`src/rtl/animation_pkg.sv`:
```
// Shared constants for the square animation path: FSM encoding, screen size,
// colours and the square request record.
package animation_pkg;
  localparam logic [1:0] ST_IDLE   = 2'd0;
  localparam logic [1:0] ST_ERASE  = 2'd1;
  localparam logic [1:0] ST_DRAW   = 2'd2;
  localparam logic [1:0] ST_FINISH = 2'd3;

  localparam int SCREEN_W = 160;
  localparam int SCREEN_H = 120;

  localparam logic [2:0] COLOUR_RED   = 3'b100;
  localparam logic [2:0] COLOUR_BLACK = 3'b000;

  typedef struct packed {
    logic [7:0] x;
    logic [7:0] y;
    logic [2:0] colour;
  } sq_req_t;
endpackage

```
`src/rtl/square_scan_counter.sv`:
```
// Raster scan over a SIZE x SIZE square: col is the inner loop, row the outer.
// last flags the final pixel (SIZE-1, SIZE-1).
module square_scan_counter #(
  parameter int SIZE = 4,
  parameter int CW   = 2
) (
  input  logic          clock,
  input  logic          reset_b,
  input  logic          clear,
  input  logic          enable,
  output logic [CW-1:0] col,
  output logic [CW-1:0] row,
  output logic          last
);
  localparam logic [CW-1:0] LAST = CW'(SIZE - 1);

  logic [CW-1:0] col_q, col_d, row_q, row_d;

  always_comb begin
    col_d = col_q;
    row_d = row_q;
    if (clear) begin
      col_d = '0;
      row_d = '0;
    end else if (enable) begin
      if (col_q == LAST) begin
        col_d = '0;
        row_d = (row_q == LAST) ? '0 : row_q + CW'(1);
      end else begin
        col_d = col_q + CW'(1);
      end
    end
  end

  always_ff @(posedge clock or negedge reset_b) begin
    if (!reset_b) begin
      col_q <= '0;
      row_q <= '0;
    end else begin
      col_q <= col_d;
      row_q <= row_d;
    end
  end

  assign col  = col_q;
  assign row  = row_q;
  assign last = (col_q == LAST) && (row_q == LAST);
endmodule

```
`src/rtl/square_plotter.sv`:
```
// Turns one square request into a raster of single-pixel VGA writes, clipping
// off-screen pixels. SQUARE_PLOTTER_ERASE_EN adds erasing of the previous square.
module square_plotter #(
  parameter int         SIZE      = 4,
  parameter int         SCREEN_W  = animation_pkg::SCREEN_W,
  parameter int         SCREEN_H  = animation_pkg::SCREEN_H,
  parameter logic [2:0] BG_COLOUR = animation_pkg::COLOUR_BLACK
) (
  input  logic       clock,
  input  logic       reset_b,
  input  logic       go,
  input  logic [7:0] in_x,
  input  logic [7:0] in_y,
  input  logic [2:0] in_colour,
  output logic       ready,
  output logic       done,
  output logic [7:0] vga_x,
  output logic [6:0] vga_y,
  output logic [2:0] vga_colour,
  output logic       vga_plot
);
  import animation_pkg::*;

  localparam int         CW    = $clog2(SIZE);
  localparam logic [8:0] X_LIM = 9'(SCREEN_W);
  localparam logic [8:0] Y_LIM = 9'(SCREEN_H);

  logic [1:0] state_q, state_d;
  sq_req_t    req_q, req_d;
  logic [7:0] vga_x_q, vga_x_d;
  logic [6:0] vga_y_q, vga_y_d;
  logic [2:0] vga_colour_q, vga_colour_d;
  logic       vga_plot_q, vga_plot_d;
  logic       done_q, done_d;

  logic [CW-1:0] col, row;
  logic          last, scan_clear, scan_en;
  logic [7:0]    base_x, base_y;
  logic [2:0]    pix_colour;
  logic [8:0]    px, py;

`ifdef SQUARE_PLOTTER_ERASE_EN
  logic [7:0] prev_x_q, prev_x_d, prev_y_q, prev_y_d;
  logic       prev_valid_q, prev_valid_d;
`endif

  assign scan_clear = (state_q == ST_IDLE);
  assign scan_en    = (state_q == ST_ERASE) || (state_q == ST_DRAW);

  square_scan_counter #(.SIZE(SIZE), .CW(CW)) u_scan (
    .clock   (clock),
    .reset_b (reset_b),
    .clear   (scan_clear),
    .enable  (scan_en),
    .col     (col),
    .row     (row),
    .last    (last)
  );

  always_comb begin
    state_d      = state_q;
    req_d        = req_q;
    vga_x_d      = vga_x_q;
    vga_y_d      = vga_y_q;
    vga_colour_d = vga_colour_q;
    vga_plot_d   = 1'b0;
    done_d       = 1'b0;
    base_x       = req_q.x;
    base_y       = req_q.y;
    pix_colour   = req_q.colour;
`ifdef SQUARE_PLOTTER_ERASE_EN
    prev_x_d     = prev_x_q;
    prev_y_d     = prev_y_q;
    prev_valid_d = prev_valid_q;
    if (state_q == ST_ERASE) begin
      base_x     = prev_x_q;
      base_y     = prev_y_q;
      pix_colour = BG_COLOUR;
    end
`endif
    // 9-bit sums so squares near x=255 clip instead of wrapping to the left edge
    px = {1'b0, base_x} + 9'(col);
    py = {1'b0, base_y} + 9'(row);

    case (state_q)
      ST_IDLE: begin
        if (go) begin
          req_d = '{x: in_x, y: in_y, colour: in_colour};
`ifdef SQUARE_PLOTTER_ERASE_EN
          state_d = prev_valid_q ? ST_ERASE : ST_DRAW;
`else
          state_d = ST_DRAW;
`endif
        end
      end
      ST_ERASE, ST_DRAW: begin
        vga_x_d      = px[7:0];
        vga_y_d      = py[6:0];
        vga_colour_d = pix_colour;
        vga_plot_d   = (px < X_LIM) && (py < Y_LIM);
        if (last) state_d = (state_q == ST_DRAW) ? ST_FINISH : ST_DRAW;
      end
      ST_FINISH: begin
        done_d  = 1'b1;
        state_d = ST_IDLE;
`ifdef SQUARE_PLOTTER_ERASE_EN
        prev_x_d     = req_q.x;
        prev_y_d     = req_q.y;
        prev_valid_d = 1'b1;
`endif
      end
    endcase
  end

  always_ff @(posedge clock or negedge reset_b) begin
    if (!reset_b) begin
      state_q      <= ST_IDLE;
      req_q        <= '0;
      vga_x_q      <= '0;
      vga_y_q      <= '0;
      vga_colour_q <= '0;
      vga_plot_q   <= 1'b0;
      done_q       <= 1'b0;
    end else begin
      state_q      <= state_d;
      req_q        <= req_d;
      vga_x_q      <= vga_x_d;
      vga_y_q      <= vga_y_d;
      vga_colour_q <= vga_colour_d;
      vga_plot_q   <= vga_plot_d;
      done_q       <= done_d;
    end
  end

`ifdef SQUARE_PLOTTER_ERASE_EN
  always_ff @(posedge clock or negedge reset_b) begin
    if (!reset_b) begin
      prev_x_q     <= '0;
      prev_y_q     <= '0;
      prev_valid_q <= 1'b0;
    end else begin
      prev_x_q     <= prev_x_d;
      prev_y_q     <= prev_y_d;
      prev_valid_q <= prev_valid_d;
    end
  end
`endif

  assign ready      = (state_q == ST_IDLE);
  assign done       = done_q;
  assign vga_x      = vga_x_q;
  assign vga_y      = vga_y_q;
  assign vga_colour = vga_colour_q;
  assign vga_plot   = vga_plot_q;
endmodule
```
`config.mk`:
```
export PLATFORM = sky130hd
export DESIGN_NAME = square_plotter
export DESIGN_NICKNAME = d
export VERILOG_FILES = /design/src/rtl/animation_pkg.sv /design/src/rtl/square_scan_counter.sv /design/src/rtl/square_plotter.sv
export SDC_FILE = /design/constraint.sdc
export NUM_CORES = 1
export LEC_CHECK = 0
export BUFFER_PORTS_ARGS = -buffer_cell sky130_fd_sc_hd__clkbuf_2
export CAP_MARGIN = 30
export CORE_UTILIZATION = 40
export CTS_CLUSTER_DIAMETER = 50
export DETAILED_ROUTE_END_ITERATION = 10
export GPL_TIMING_DRIVEN = 0
export PLACE_DENSITY = 0.59
export SLEW_MARGIN = 20
export SYNTH_ARGS = -nofsm -noshare
export SYNTH_HDL_FRONTEND = slang
export SYNTH_HIERARCHICAL = 1
export SYNTH_SLANG_ARGS = --single-unit
```
`constraint.sdc`:
```
create_clock -name clock -period 1.7 [get_ports clock]
set_input_delay 0.17 -clock clock [delete_from_list [all_inputs] [get_ports clock]]
set_output_delay 0.17 -clock clock [all_outputs]
set_load 0.05 [all_outputs]
```
==> reports/qor.yml <==
status:
  violations: "setup timing"
  status: "complete, but fails checks"
layout:
  num-nets-final: 265
  areaGrowthSynthToFinish_pct: 26.0
  final_common_cell: "dfrtp_1"
  fin_util_pct: 52.6
  most-common-layout-cells: "dfrtp_1, clkbuf_2, mux2_2"
  final_area_sq_um: 2710
  antenna_cells: 0
  fin_cells: 302
  drive_above_1_share_pct: 44.8
  fill_cells: 511
clock_tree:
  cts_root_buffer: "clkbuf_8"
  clock_path_buffers: 2
  cts_buffers: 5
  cts.sinks: 45
  cts_tree: "built"
  worstSkewPairLatency_ns: 0.30
  cts-htree-levels: 2
  path_clk_slew_ns: 0.09
drt:
  drc: 0
  drtAntennaViolNets: 0
  vias: 1438
  routedWlPerCell_um: 13.7
  drtIter0Drc: 75
  drt_pass1_iterations: 4
  via_per_inst: 4.76
  wirelength_mm: 4.12
grt:
  grt.total_usage_pct: 16.8
  grt_start_max_net_pins: 46
  grt_antenna_before_repair: 0
  grt_pass1_wl_mm: 6.84
  grt_pass1_vias: 1386
  overflow: 0
synthesis:
  synth_nets: 210
  avgSynthCellArea_sq_um: 12.2
  synthTopCellsByArea: "dfrtp_1, mux2_2, ha_1"
  syn_area_sq_um: 2150
  synth_cell_types: 36
  synthArstFlopShare_pct: 100
  synth_edf_count: 0
  ys_seq_area_share_pct: 52.4
  yosys_most_used_dff: "dfrtp_1"
  synth.top_cell.area_share_pct: 52.4
  ys_ff_latch: 45
  yosys_warnings: 6
  synth_top_cell_by_area: "dfrtp_1"
  synthCells: 176
die:
  core_sq_um: 5140
  start_util_pct: 41.8
  io_pins: 43
  dieArea_sq_um: 5660
  die_height_um: 75.3
  row_count: 26
  dieWidth_um: 75.3
sta:
  setup_violations: 1
  worst_slack_ns: -0.0701
  finalMaxSlewViolations: 0
  finalHoldViolCount: 0
  finalCritPeriodShare_pct: 104
  clock_skew_ns: 0.00819
  max_freq_ghz: 0.565
  min_period_ns: 1.77
  fin_setup_tns_ns: -0.0701
  grt_setup_unrepaired: "yes"
  maxSlewHeadroom_pct: 58.5
  tightest_slew_ns: 0.622
worst_hold_path:
  hold_depth: 2
  hold_path.class: "input pin to register"
  worstHoldEndpoint: "base_x[7]$_DFFE_PN0P_"
  hp-start: "in_x[7]"
critical_path:
  worst-setup-path-type: "register to register"
  worstSetupStartpointType: "register"
  r2r_slack_ns: -0.07
  worstSetupEndpointType: "register"
  r2r_start: "u_scan/row[0]$_DFFE_PN0P_"
  reg2reg_depth: 6
  crit_fanout: 6
  cp.arrival_ns: 1.95
  cp_data_required_time_ns: 1.88
  r2r_end: "vga_plot$_DFF_PN0_"
placed_design:
  dp.cells: 288
  dp_hpwl_mm: 2.85
  numPortBuffers: 42
  placed_cell_area_sq_um: 2470
  gp_congestion: 0.777
flow_run:
  max-cap-violations: 0
[kinds of logic after synthesis]
| group | share of synthesized area, % |
|---|---|
| XOR/XNOR | 4.49 |
| adder cells (fa/ha/maj) | 7.69 |
| AO/OA/AOI/OAI | 8.33 |
| flip-flops | 52.4 |
| buffers and inverters | 2.04 |
| multiplexers | 14.6 |
| AND/OR/NAND/NOR | 10.4 |
[synth_stat cells (2+ instances only)]
library cell	instances
dfrtp_1	45
mux2_2	27
nor2_1	15
a21oi_1	14
ha_1	10
nand2_1	8
inv_1	7
xor2_1	6
xnor2_1	5
nand3_1	3
nor2b_1	3
o21ai_0	3
a21bo_2	2
and2_1	2
buf_2	2
clkbuf_1	2
fa_1	2
nand4_1	2
[worst max path at each step]
| stage | startpoint | to | depth (start not counted) |
|---|---|---|---|
| after detailed placement | state_q[1]$_DFFE_PN0P_ | base_y[7]$_DFFE_PN0P_ | 5 |
| after global placement | u_scan/col[0]$_DFFE_PN0P_ | vga_plot$_DFF_PN0_ | 7 |
| final | u_scan/row[0]$_DFFE_PN0P_ | vga_plot$_DFF_PN0_ | 6 |
| after CTS | u_scan/row[0]$_DFFE_PN0P_ | vga_plot$_DFF_PN0_ | 6 |
| after global routing | base_y[0]$_DFFE_PN0P_ | vga_plot$_DFF_PN0_ | 6 |
| after floorplan | u_scan/row[0]$_DFFE_PN0P_ | vga_plot$_DFF_PN0_ | 6 |
[stage by stage]
step,setup WS [ns],hold slack [ns]
6_report,-0.0701,0.0906
5_1_grt,-0.201,0.0779
4_1_cts,-0.0619,0.0802
3_5_place_dp,-0.247,0.261
3_3_place_gp,-0.216,0.403
2_1_floorplan,-0.0365,-0.126
[critical path, cell delays in order (launching register included)]
cell       delay (ns)
dfrtp_1          0.39
ha_2             0.20
fa_2             0.40
nor3b_2          0.18
o2bb2ai_1        0.12
a32oi_1          0.07
o311a_1          0.30
[layer usage]
metal | GRT usage [%] | wire (um) | vias to the layer above
met5 | 0 | 0 | -
met4 | 5.56 | 60 | 0
met3 | 5.49 | 220 | 6
met2 | 25.5 | 1860 | 31
met1 | 22.7 | 1980 | 681
li1 | - | - | 720
[registers in the layout, indices dropped and copies added (netlist names), 3 cells and up]
name and flops:
pix_colour 3, vga_x 8, vga_y 7, base_y 8, vga_colour 3, base_x 8
[cell type report]
| class | instances | area [sq um] | share of cell area [%] |
|---|---|---|---|
| Clock buffer | 5 | 68.8 | 2.54 |
| Clock inverter | 3 | 65.1 | 2.41 |
| Sequential cell | 45 | 1130 | 41.7 |
| Timing Repair Buffer | 48 | 260 | 9.62 |
| Inverter | 7 | 26.3 | 0.971 |
| Multi-Input combinational cell | 120 | 1040 | 38.5 |
| Tap cell | 70 | 87.6 | 3.24 |
| Buffer | 4 | 27.5 | 1.02 |
[repair_timing]
| item | in CTS | in global routing |
|---|---|---|
| pin swaps | 3 | 4 |
| setup endpoints to repair | 22 | 29 |
| hold buffers | 1 | 0 |
| hold endpoints to repair | 45 | 0 |
| resized for setup | 6 | 12 |
| setup buffers | 5 | 0 |
Power is left out: the tool's default activity adds up to more than one toggle a clock period on the data nets, which glitch-free logic cannot reach.
